<file path="src/rtl/hs_send_arbiter.sv">
`default_nettype none
// ============================================================================
// Module   : hs_send_arbiter
// Purpose  : Round-robin arbiter sharing one toggle-request handshake sender
//            among NREQ source-domain requesters. The winner's word is latched
//            into adata, issued with a single asend strobe, and the channel is
//            held until the sender reports aready again. The winner then gets
//            a req_done pulse and priority rotates past it.
// Ports    : aclk, arst         clock, asynchronous active-high reset
//            req_valid/req_data per-requester request and packed payloads
//            req_ready          one-hot pulse, word taken (first SEND cycle)
//            req_done           one-hot pulse, far side acknowledged
//            adata/asend        registered word and send strobe to the sender
//            aready             sender idle (1) / transfer in flight (0)
//            busy, grant_id     SEND/WAIT indicator, current/last winner
// Options  : HS_ARB_SRCID_EN    when defined, adata = {grant_id, payload}
// Revision : 1.0 - initial release
// ============================================================================
module hs_send_arbiter #(
    parameter  int NREQ    = 4,
    parameter  int WIDTH_D = 8,
    localparam int IDW     = $clog2(NREQ),
`ifdef HS_ARB_SRCID_EN
    localparam int ADATA_W = WIDTH_D + IDW
`else
    localparam int ADATA_W = WIDTH_D
`endif
) (
    input  logic                      aclk,
    input  logic                      arst,
    input  logic [NREQ-1:0]           req_valid,
    input  logic [NREQ*WIDTH_D-1:0]   req_data,
    output logic [NREQ-1:0]           req_ready,
    output logic [NREQ-1:0]           req_done,
    output logic [ADATA_W-1:0]        adata,
    output logic                      asend,
    input  logic                      aready,
    output logic                      busy,
    output logic [IDW-1:0]            grant_id
);

    localparam logic [1:0]     c_ST_IDLE = 2'd0;
    localparam logic [1:0]     c_ST_SEND = 2'd1;
    localparam logic [1:0]     c_ST_WAIT = 2'd2;
    localparam logic [IDW-1:0] c_LAST_ID = IDW'(NREQ - 1);
    localparam logic [IDW-1:0] c_ONE_ID  = IDW'(1);
    localparam logic [NREQ-1:0] c_OH_ONE = NREQ'(1);

    logic [1:0]         r_state;
    logic [1:0]         w_state_nxt;
    logic [IDW-1:0]     r_rr_ptr;
    logic [IDW-1:0]     r_grant_id;
    logic [ADATA_W-1:0] r_adata;
    logic               r_asend;
    logic               r_first;      // high only in the first SEND cycle
    logic               w_grant;      // IDLE -> SEND this edge
    logic               w_complete;   // WAIT -> IDLE this edge
    logic               w_found;
    logic [IDW-1:0]     w_cand;
    logic [IDW-1:0]     w_win;
    logic [WIDTH_D-1:0] w_payload;
    logic [ADATA_W-1:0] w_adata_nxt;
    logic [NREQ-1:0]    w_grant_oh;

    // Rotating priority search: first set bit at or above r_rr_ptr, wrapping.
    always_comb begin
        w_found = 1'b0;
        w_win   = '0;
        w_cand  = '0;
        for (int i = 0; i < NREQ; i++) begin
            w_cand = IDW'((int'(r_rr_ptr) + i) % NREQ);
            if (!w_found && req_valid[w_cand]) begin
                w_found = 1'b1;
                w_win   = w_cand;
            end
        end
    end

    // Payload mux for the winning lane.
    always_comb begin
        w_payload = '0;
        for (int j = 0; j < NREQ; j++) begin
            if (w_win == IDW'(j)) begin
                w_payload = req_data[j*WIDTH_D +: WIDTH_D];
            end
        end
    end

`ifdef HS_ARB_SRCID_EN
    assign w_adata_nxt = {w_win, w_payload};
`else
    assign w_adata_nxt = w_payload;
`endif

    // Next-state decode. A SEND with aready low is only a safety net: the
    // sender is known idle at grant time, so it normally accepts at once.
    always_comb begin
        w_state_nxt = r_state;
        w_grant     = 1'b0;
        w_complete  = 1'b0;
        case (r_state)
            c_ST_IDLE: begin
                if (aready && w_found) begin
                    w_state_nxt = c_ST_SEND;
                    w_grant     = 1'b1;
                end
            end
            c_ST_SEND: begin
                if (aready) begin
                    w_state_nxt = c_ST_WAIT;
                end
            end
            c_ST_WAIT: begin
                if (aready) begin
                    w_state_nxt = c_ST_IDLE;
                    w_complete  = 1'b1;
                end
            end
            default: begin
                w_state_nxt = c_ST_IDLE;
            end
        endcase
    end

    always_ff @(posedge aclk or posedge arst) begin
        if (arst) begin
            r_state    <= c_ST_IDLE;
            r_rr_ptr   <= '0;
            r_grant_id <= '0;
            r_adata    <= '0;
            r_asend    <= 1'b0;
            r_first    <= 1'b0;
        end else begin
            r_state <= w_state_nxt;
            r_first <= w_grant;
            r_asend <= (w_state_nxt == c_ST_SEND);
            if (w_grant) begin
                r_grant_id <= w_win;
                r_adata    <= w_adata_nxt;
            end
            if (w_complete) begin
                r_rr_ptr <= (r_grant_id == c_LAST_ID) ? '0 : (r_grant_id + c_ONE_ID);
            end
        end
    end

    assign w_grant_oh = c_OH_ONE << r_grant_id;

    assign req_ready = r_first ? w_grant_oh : '0;
    // The acknowledge is reported in the same cycle the sender goes idle, so
    // this path is combinational from aready.
    assign req_done  = ((r_state == c_ST_WAIT) && aready) ? w_grant_oh : '0;
    assign adata     = r_adata;
    assign asend     = r_asend;
    assign busy      = (r_state != c_ST_IDLE);
    assign grant_id  = r_grant_id;

endmodule
`default_nettype wire
</file>
<file path="config.mk">
export PLATFORM = sky130hd
export DESIGN_NAME = hs_send_arbiter
export DESIGN_NICKNAME = d
export VERILOG_FILES = /design/src/rtl/hs_send_arbiter.sv
export SDC_FILE = /design/constraint.sdc
export NUM_CORES = 1
export LEC_CHECK = 0
export BUFFER_PORTS_ARGS = -buffer_cell sky130_fd_sc_hd__buf_2
export CORE_UTILIZATION = 45
export CTS_CLUSTER_DIAMETER = 80
export DETAILED_ROUTE_END_ITERATION = 10
export GPL_ROUTABILITY_DRIVEN = 0
export PLACE_DENSITY = 0.82
export SLEW_MARGIN = 0
export SYNTH_ARGS = -nofsm -noshare
export SYNTH_HDL_FRONTEND = slang
export SYNTH_SLANG_ARGS = --single-unit
export TNS_END_PERCENT = 20
</file>
<file path="constraint.sdc">
create_clock -name aclk -period 3.1 [get_ports aclk]
set_input_delay 0.62 -clock aclk [delete_from_list [all_inputs] [get_ports aclk]]
set_output_delay 0.62 -clock aclk [all_outputs]
set_load 0.1 [all_outputs]
</file>
After elaboration in Yosys (flattened, before gate mapping)
Cells that the tools add are included.

Order comparisons: 4. Multiply operators: 0. Multiplexer cells: 31. Divide/modulo/power cells: 0. $add $sub $neg: 4. Bitwise operators: 0. Reduce and logical (&&, ||, !) cells: 11. Shift-type cells: 1. Equal/unequal tests: 7.

Operators with widths (count): $mux 8 (4); $mux 2 (8); $lt 2x3->1 const B (4); $mux 1 (12); $bmux 1 s2 (4); $eq 2x2->1 const B (4); $mux 4 (2); $eq 2x1->1 const B (3); $pmux 2 s3 (1); $logic_and 1x1->1 (5); $add 2x1->2 const B (2); $add 2x2->2 const B (2); $logic_not 2->1 (2); $shl 1x2->4 const A (1); $logic_not 1->1 (3); $reduce_bool 2->1 (1).

Bits in writable memories: 0. Bits in latches: 0. Bits in registers: 16. Logic and storage cells: 64. Memories kept: 0. Memory bits (read-only): 0.

Logic depth before layout (Yosys ltp)
Gate-level depths: netlist of the first run.

Depth after elaboration: 17. Depth in mapped cells: 7. Mapped depth without buffers: 6.

Least setup slack after synthesis of the first run
OpenSTA, ideal clock, no wires.

Path type: flip-flop to output port. Start point: register r_grant_id[0] (netlist: grant_id[0]). End point: output req_done[3]. Arrival: 2.045 ns. Cell stages (with the launch flop): 3. Data required time: 2.480 ns. Path buffers: 0. Slack: 0.435 ns. Cells stage by stage: dfrtp_1 -> ha_1 -> and3_1.

Longest elaborated chain between the ends: 2.

RTL lines: from (decl) (line 52) `logic [IDW-1:0] r_grant_id;`; from (signal assigned) (line 138) `r_grant_id <= w_win;`; $shl 1x2->4 (line 147) `assign w_grant_oh = c_OH_ONE << r_grant_id;`; $mux 4 (line 152) `assign req_done = ((r_state == c_ST_WAIT) && aready) ? w_grant_oh : '0;`; to (decl) (line 34) `output logic [NREQ-1:0] req_done,`.

No other way between the ends.

Final worst setup path of the first run
Start point: register r_grant_id[0] (netlist: grant_id[0]). End point: output req_done[2].

Same word-level chain as after synthesis.

==> results.tsv, run 1 <==
metric	value	unit
clkSinkCount	16	
firstDrtPassIters	4	
crit_fanout	5	
h-tree-depth	1	
ys_ff_latch	16	
grt.overflow.total	0	
yosysWarnings	0	
postCtsSetupBuffers	0	
final-hold-violation-count	0	
setup_ws	900	ps
tns	0	ps
hold_buffers	0	
ios	59	
port_buffers	58	
clk_pin_slew	90	ps
status	completed	
slew_violations	0	
num_rows	16	
viasPerCell	5.41	
ff2ff_setup_slack	1200	ps
cts_buffer_depth	2	
layout_common_cells	58 x buf_2, 16 x dfrtp_1, 14 x nand2_1	
die_w	49.9	microns
wl_per_cell	13.8	microns
grt_pass1_wl	4430	microns
final_common_cell	buf_2	
crit_type	flip-flop to output pin	
grtUsageTotal	23.2	%
worstSetupEndpointType	output pin	
max-slew-margin-rel	51.7	%
drive_gt1_share	40.4	%
synth.avg_cell_area	9.56	sq um
synthCells	108	
syn_area	1030	sq um
yosys.area_share.simple	17.7	%
ff_latch_area	400	sq um
yosysSeqAreaShare	38.8	%
muxShareOfSynthArea	7.76	%
antenna_found_initial	0	
vias	1044	
period_share	71.0	%
rsz0062_at_grt	false	
fin_nets	211	
grt_max_degree	17	
cts_buffers	3	
drt_iter0_drc	7	
cts_root_buffer	clkbuf_4	
cp.arrival	1580	ps
drtAntennaViolNets	0	
worst_setup_path_start_kind	flip-flop	
synth_compound_area_share	25.1	%
synthAdderAreaFrac	4.85	%
finalSetupViolCount	0	
cts.repair.resized	0	
drc	0	
fp.dieArea	2490	sq um
synth_fp_nets	151	
fillers	172	
pre_cts_slack	787	ps
period_needed	2200	ps
max_cap_violations	0	
crit_required	2480	ps
yosys.area.top_type_share	38.8	%
ys_types	27	
synth_top_family_by_area	compound AO/OA/AOI/OAI gates	
multi_input_area	572	sq um
syn_to_final_growth	31.0	%
totalWireLength	2670	microns
grt_pass1_vias	1000	
synth_area_leaders	dfrtp_1 39%, mux2i_1 7.8%, o221ai_1 7.6%	
num_antenna_cells	0	
hp-class	primary input to asynchronous set/reset pin	
hold_ws	389	ps
hpwl	2120	microns
clock.fmax	0.455	GHz
cts_tree	yes	
worstSkewPairLatency	280	ps
core_area	2060	sq um
start_util	50.1	%
skew	9.02	ps
synth_top_cell_by_area	dfrtp_1	
tightestPinTransition	724	ps
synth-xor-area-share	0	%
die_h	49.9	microns
==> through the flow <==
step	std cells	cell area, sq um	util [%]
3_3_place_gp	190	1330	64.5
4_1_cts	193	1350	65.6
6_report	193	1350	65.6
5_1_grt	193	1350	65.6
3_5_place_dp	190	1330	64.5
2_1_floorplan	108	1030	-
==> synth_stat cells <==
master	n
dfrtp_1	16
nand2_1	14
o221ai_1	9
mux2i_1	8
a22oi_1	7
inv_1	7
o21ai_0	7
a21oi_1	6
and2_1	5
and3_1	4
ha_1	4
nor2_1	3
nor2b_1	3
buf_6	2
a21oi_4	1
a22oi_2	1
a311oi_1	1
buf_4	1
clkbuf_1	1
nand2b_1	1
nand3_1	1
nor2b_4	1
o22a_1	1
o41ai_2	1
or2_0	1
or2_1	1
or2_2	1
==> sequential cells by signal, summed over array words and instances (netlist names) <==
signal and cells:
r_first 1, r_rr_ptr 2, r_state 2, adata 8, asend 1, grant_id 2
==> area by class of cell <==
| type | instances | area share [%] |
|---|---|---|
| clock buffers | 3 | 1.67 |
| inverters | 7 | 1.94 |
| multi-input cells | 81 | 42.3 |
| flip-flops and latches | 16 | 29.6 |
| well taps | 27 | 2.50 |
| repair buffers | 59 | 22.0 |
==> critical path, stage by stage (launching register included) <==
cell     delay, ps
dfrtp_1        430
inv_1          130
ha_1           180
and3_1         140
buf_2          420
==> cells by family after synthesis <==
kind of cell	after synthesis
flip-flops	16
multiplexers	8
AO/OA/AOI/OAI	34
adder cells (fa/ha/maj)	4
buffers and inverters	11
AND/OR/NAND/NOR	35
==> layer usage <==
layer,GRT usage (%),wire length (microns),vias to the layer above
met5,0,0,-
met4,3.81,8,0
met3,5.56,99,2
met2,40.1,1440,19
met1,29.4,1120,511
li1,-,-,512
==> final timing paths <==
path,startpoint,to,depth (start not counted)
worst max-delay path,grant_id[0]$_DFFE_PP0P_,req_done[2],4
worst min-delay path,arst,adata[0]$_DFFE_PP0P_,2
worst max register to register,r_state[0]$_DFF_PP0_,adata[7]$_DFFE_PP0P_,6
worst min register to register,adata[2]$_DFFE_PP0P_,adata[2]$_DFFE_PP0P_,2
max in group asynchronous,arst,r_state[1]$_DFF_PP0_,2
min in group aclk,adata[2]$_DFFE_PP0P_,adata[2]$_DFFE_PP0P_,2
Power of run 1 is left out: the tool's default activity adds up to more than one toggle a clock period on the data nets, which glitch-free logic cannot reach.
==> inputs of run 2 (changes only) <==
- ABC_AREA: not set -> 1
- CORE_ASPECT_RATIO: not set -> 2
- PLACE_DENSITY: 0.82 -> 0.77
- clock period: 3.1 -> 2.1 ns (I/O delays scaled with it)
==> run 2 against run 1 <==
Via count up 47%; sequential share of layout area shrank 8.5 points; clock skew fell by 6.7 ps; synthesized cell count increased by 90%; global-route usage increased by 1.1 points; register-to-register slack got worse by 1100 ps; count of clock-buffer cells in the layout up 1; cell count is 57% higher; first-iteration DRC count rose to 2.6 times the previous value; sequential cell count did not move; critical path depth grew 10; die area is 28% higher.
==> results.tsv, run 2 <==
metric	value	unit
final_area	1920	sq um
synth.avg_cell_area	6.47	sq um
status	completed	
cp_slowest_stage_delay	460	ps
synth_top_cell_by_area	dfrtp_1	
synth_area_leaders	dfrtp_1 30%, nand2_1 20%, nand3_1 9.1%	
pre_cts_slack	13.9	ps
tightestPinTransition	606	ps
yosys.area.top_type_share	30.2	%
clkSinkCount	16	
syn_area	1330	sq um
grt_pass1_wl	5490	microns
drt_iter0_drc	18	
cp_cell_sequence	buf_6 > nand2_2 > nand2_4 > nand2_4 > nand2_4 > nor2_8 > nand3_4 > nand2_4 > nand2_4 > inv_6 > nand2_8 > or2_0 > nand3_1 > nand2_1	
synthArstFlopShare	100	%
clock.fmax	0.505	GHz
firstDrtPassIters	4	
syn_to_final_growth	45.1	%
synth_ff_type	dfrtp_1	
startpoint	r_rr_ptr[0]$_DFFE_PP0P_	
layout_common_cells	69 x nand2_1, 54 x buf_2, 28 x inv_1	
worstSetupEndpointType	flip-flop	
start_util	47.9	%
synth_fp_nets	248	
crit_fanout	8	
worst_setup_path_start_kind	flip-flop	
antenna_found_initial	0	
largest_reg_flops	8	
synth_edf_count	0	
hpwl	2710	microns
ys_types	23	
final_util	69.5	%
core_area	2770	sq um
viasPerCell	5.07	
synth_common_cells	72 x nand2_1, 28 x inv_1, 24 x nand3_1, 16 x dfrtp_1	
cp.arrival	2120	ps
synthCells	205	
yosysSeqAreaShare	30.2	%
num_antenna_cells	0	
finalSetupViolCount	0	
crit_buf_inv	2	
cts_tree	yes	
max-slew-margin-rel	59.6	%
skew	2.28	ps
place_area	1740	sq um
ys_ff_latch	16	
die_w	40.4	microns
grt.overflow.total	0	
ios	59	
period_needed	1980	ps
drc	0	
die_h	78.8	microns
cp_slowest_cell	dfrtp_2	
synth.most_common_cell	nand2_1	
grt_max_degree	17	
setup_ws	120	ps
totalWireLength	3620	microns
drtAntennaViolNets	0	
crit_type	flip-flop to flip-flop	
reg2reg_to	adata[7]$_DFFE_PP0P_	
port_buffers	58	
hold_buffers	0	
fin_nets	318	
final-hold-violation-count	0	
path_common_cell	nand2_4	
crit_family	simple AND/OR/NAND/NOR gates	
fp.dieArea	3180	sq um
crit_required	2240	ps
endpoint	adata[7]$_DFFE_PP0P_	
wl_per_cell	12.0	microns
ff2ff_setup_slack	120	ps
grtUsageTotal	24.3	%
final_common_cell	nand2_1	
reg2reg_depth	14	
cts_buffer_depth	2	
hold_ws	234	ps
vias	1535	
grt_pass1_vias	1368	
hp-class	primary input to asynchronous set/reset pin	
cts_root_buffer	clkbuf_8	
num_rows	27	
h-tree-depth	1	
crit_cells	14	
clk_pin_slew	60	ps
period_share	94.3	%
drive_gt1_share	39.1	%
cts_buffers	3	
slew_violations	0	
worstSkewPairLatency	250	ps
max_cap_violations	0	
yosysWarnings	0	
r2r-start	r_rr_ptr[0]$_DFFE_PP0P_	
-- run 2: how the worst min path moves through the flow --
stage	start	slack, ps	endpoint
2_1_floorplan	arst	330	adata[0]$_DFFE_PP0P_
3_3_place_gp	adata[4]$_DFFE_PP0P_	460	adata[4]$_DFFE_PP0P_
3_5_place_dp	adata[6]$_DFFE_PP0P_	470	adata[6]$_DFFE_PP0P_
4_1_cts	arst	250	adata[6]$_DFFE_PP0P_
5_1_grt	arst	270	adata[4]$_DFFE_PP0P_
6_report	arst	230	adata[4]$_DFFE_PP0P_
-- run 2: metrics by stage --
stage / cells / TNS (ps)
after global placement: 292 / 0
after CTS: 296 / 0
after floorplan: 205 / 0
after global routing: 303 / -46.3
after detailed placement: 292 / 0
final: 303 / 0
-- run 2: metal layers --
| metal | track usage (%) | wire length (microns) | part of all wire, % |
|---|---|---|---|
| met4 | 11.0 | 127 | 3.5 |
| met3 | 3.07 | 126 | 3.5 |
| met2 | 42.9 | 2060 | 57 |
| met1 | 25.9 | 1310 | 36 |
| met5 | 0 | 0 | 0 |
-- run 2: kinds of logic after synthesis --
| logic type | Yosys count | synth area share, % |
|---|---|---|
| flip-flops | 16 | 30.2 |
| adder cells (fa/ha/maj) | 4 | 3.77 |
| buffers and inverters | 37 | 12.1 |
| AND/OR/NAND/NOR | 128 | 45.1 |
| AO/OA/AOI/OAI | 20 | 8.87 |
-- run 2: cell type report --
type                    count  area, sq um
clock buffers               4         55.1
fillers                   235          846
inverters                  32          128
multi-input cells         153          860
flip-flops and latches     16          405
well taps                  29         36.3
repair buffers             69          440
-- run 2: timing repair --
item / in CTS / in global routing
resized for setup: 1 / 21
endpoints found under the setup margin: 1 / 8
buffers inserted: 0 / 6
pin swaps: 0 / 6
gates cloned: 0 / 1
Power of run 2 is left out for the same reason.
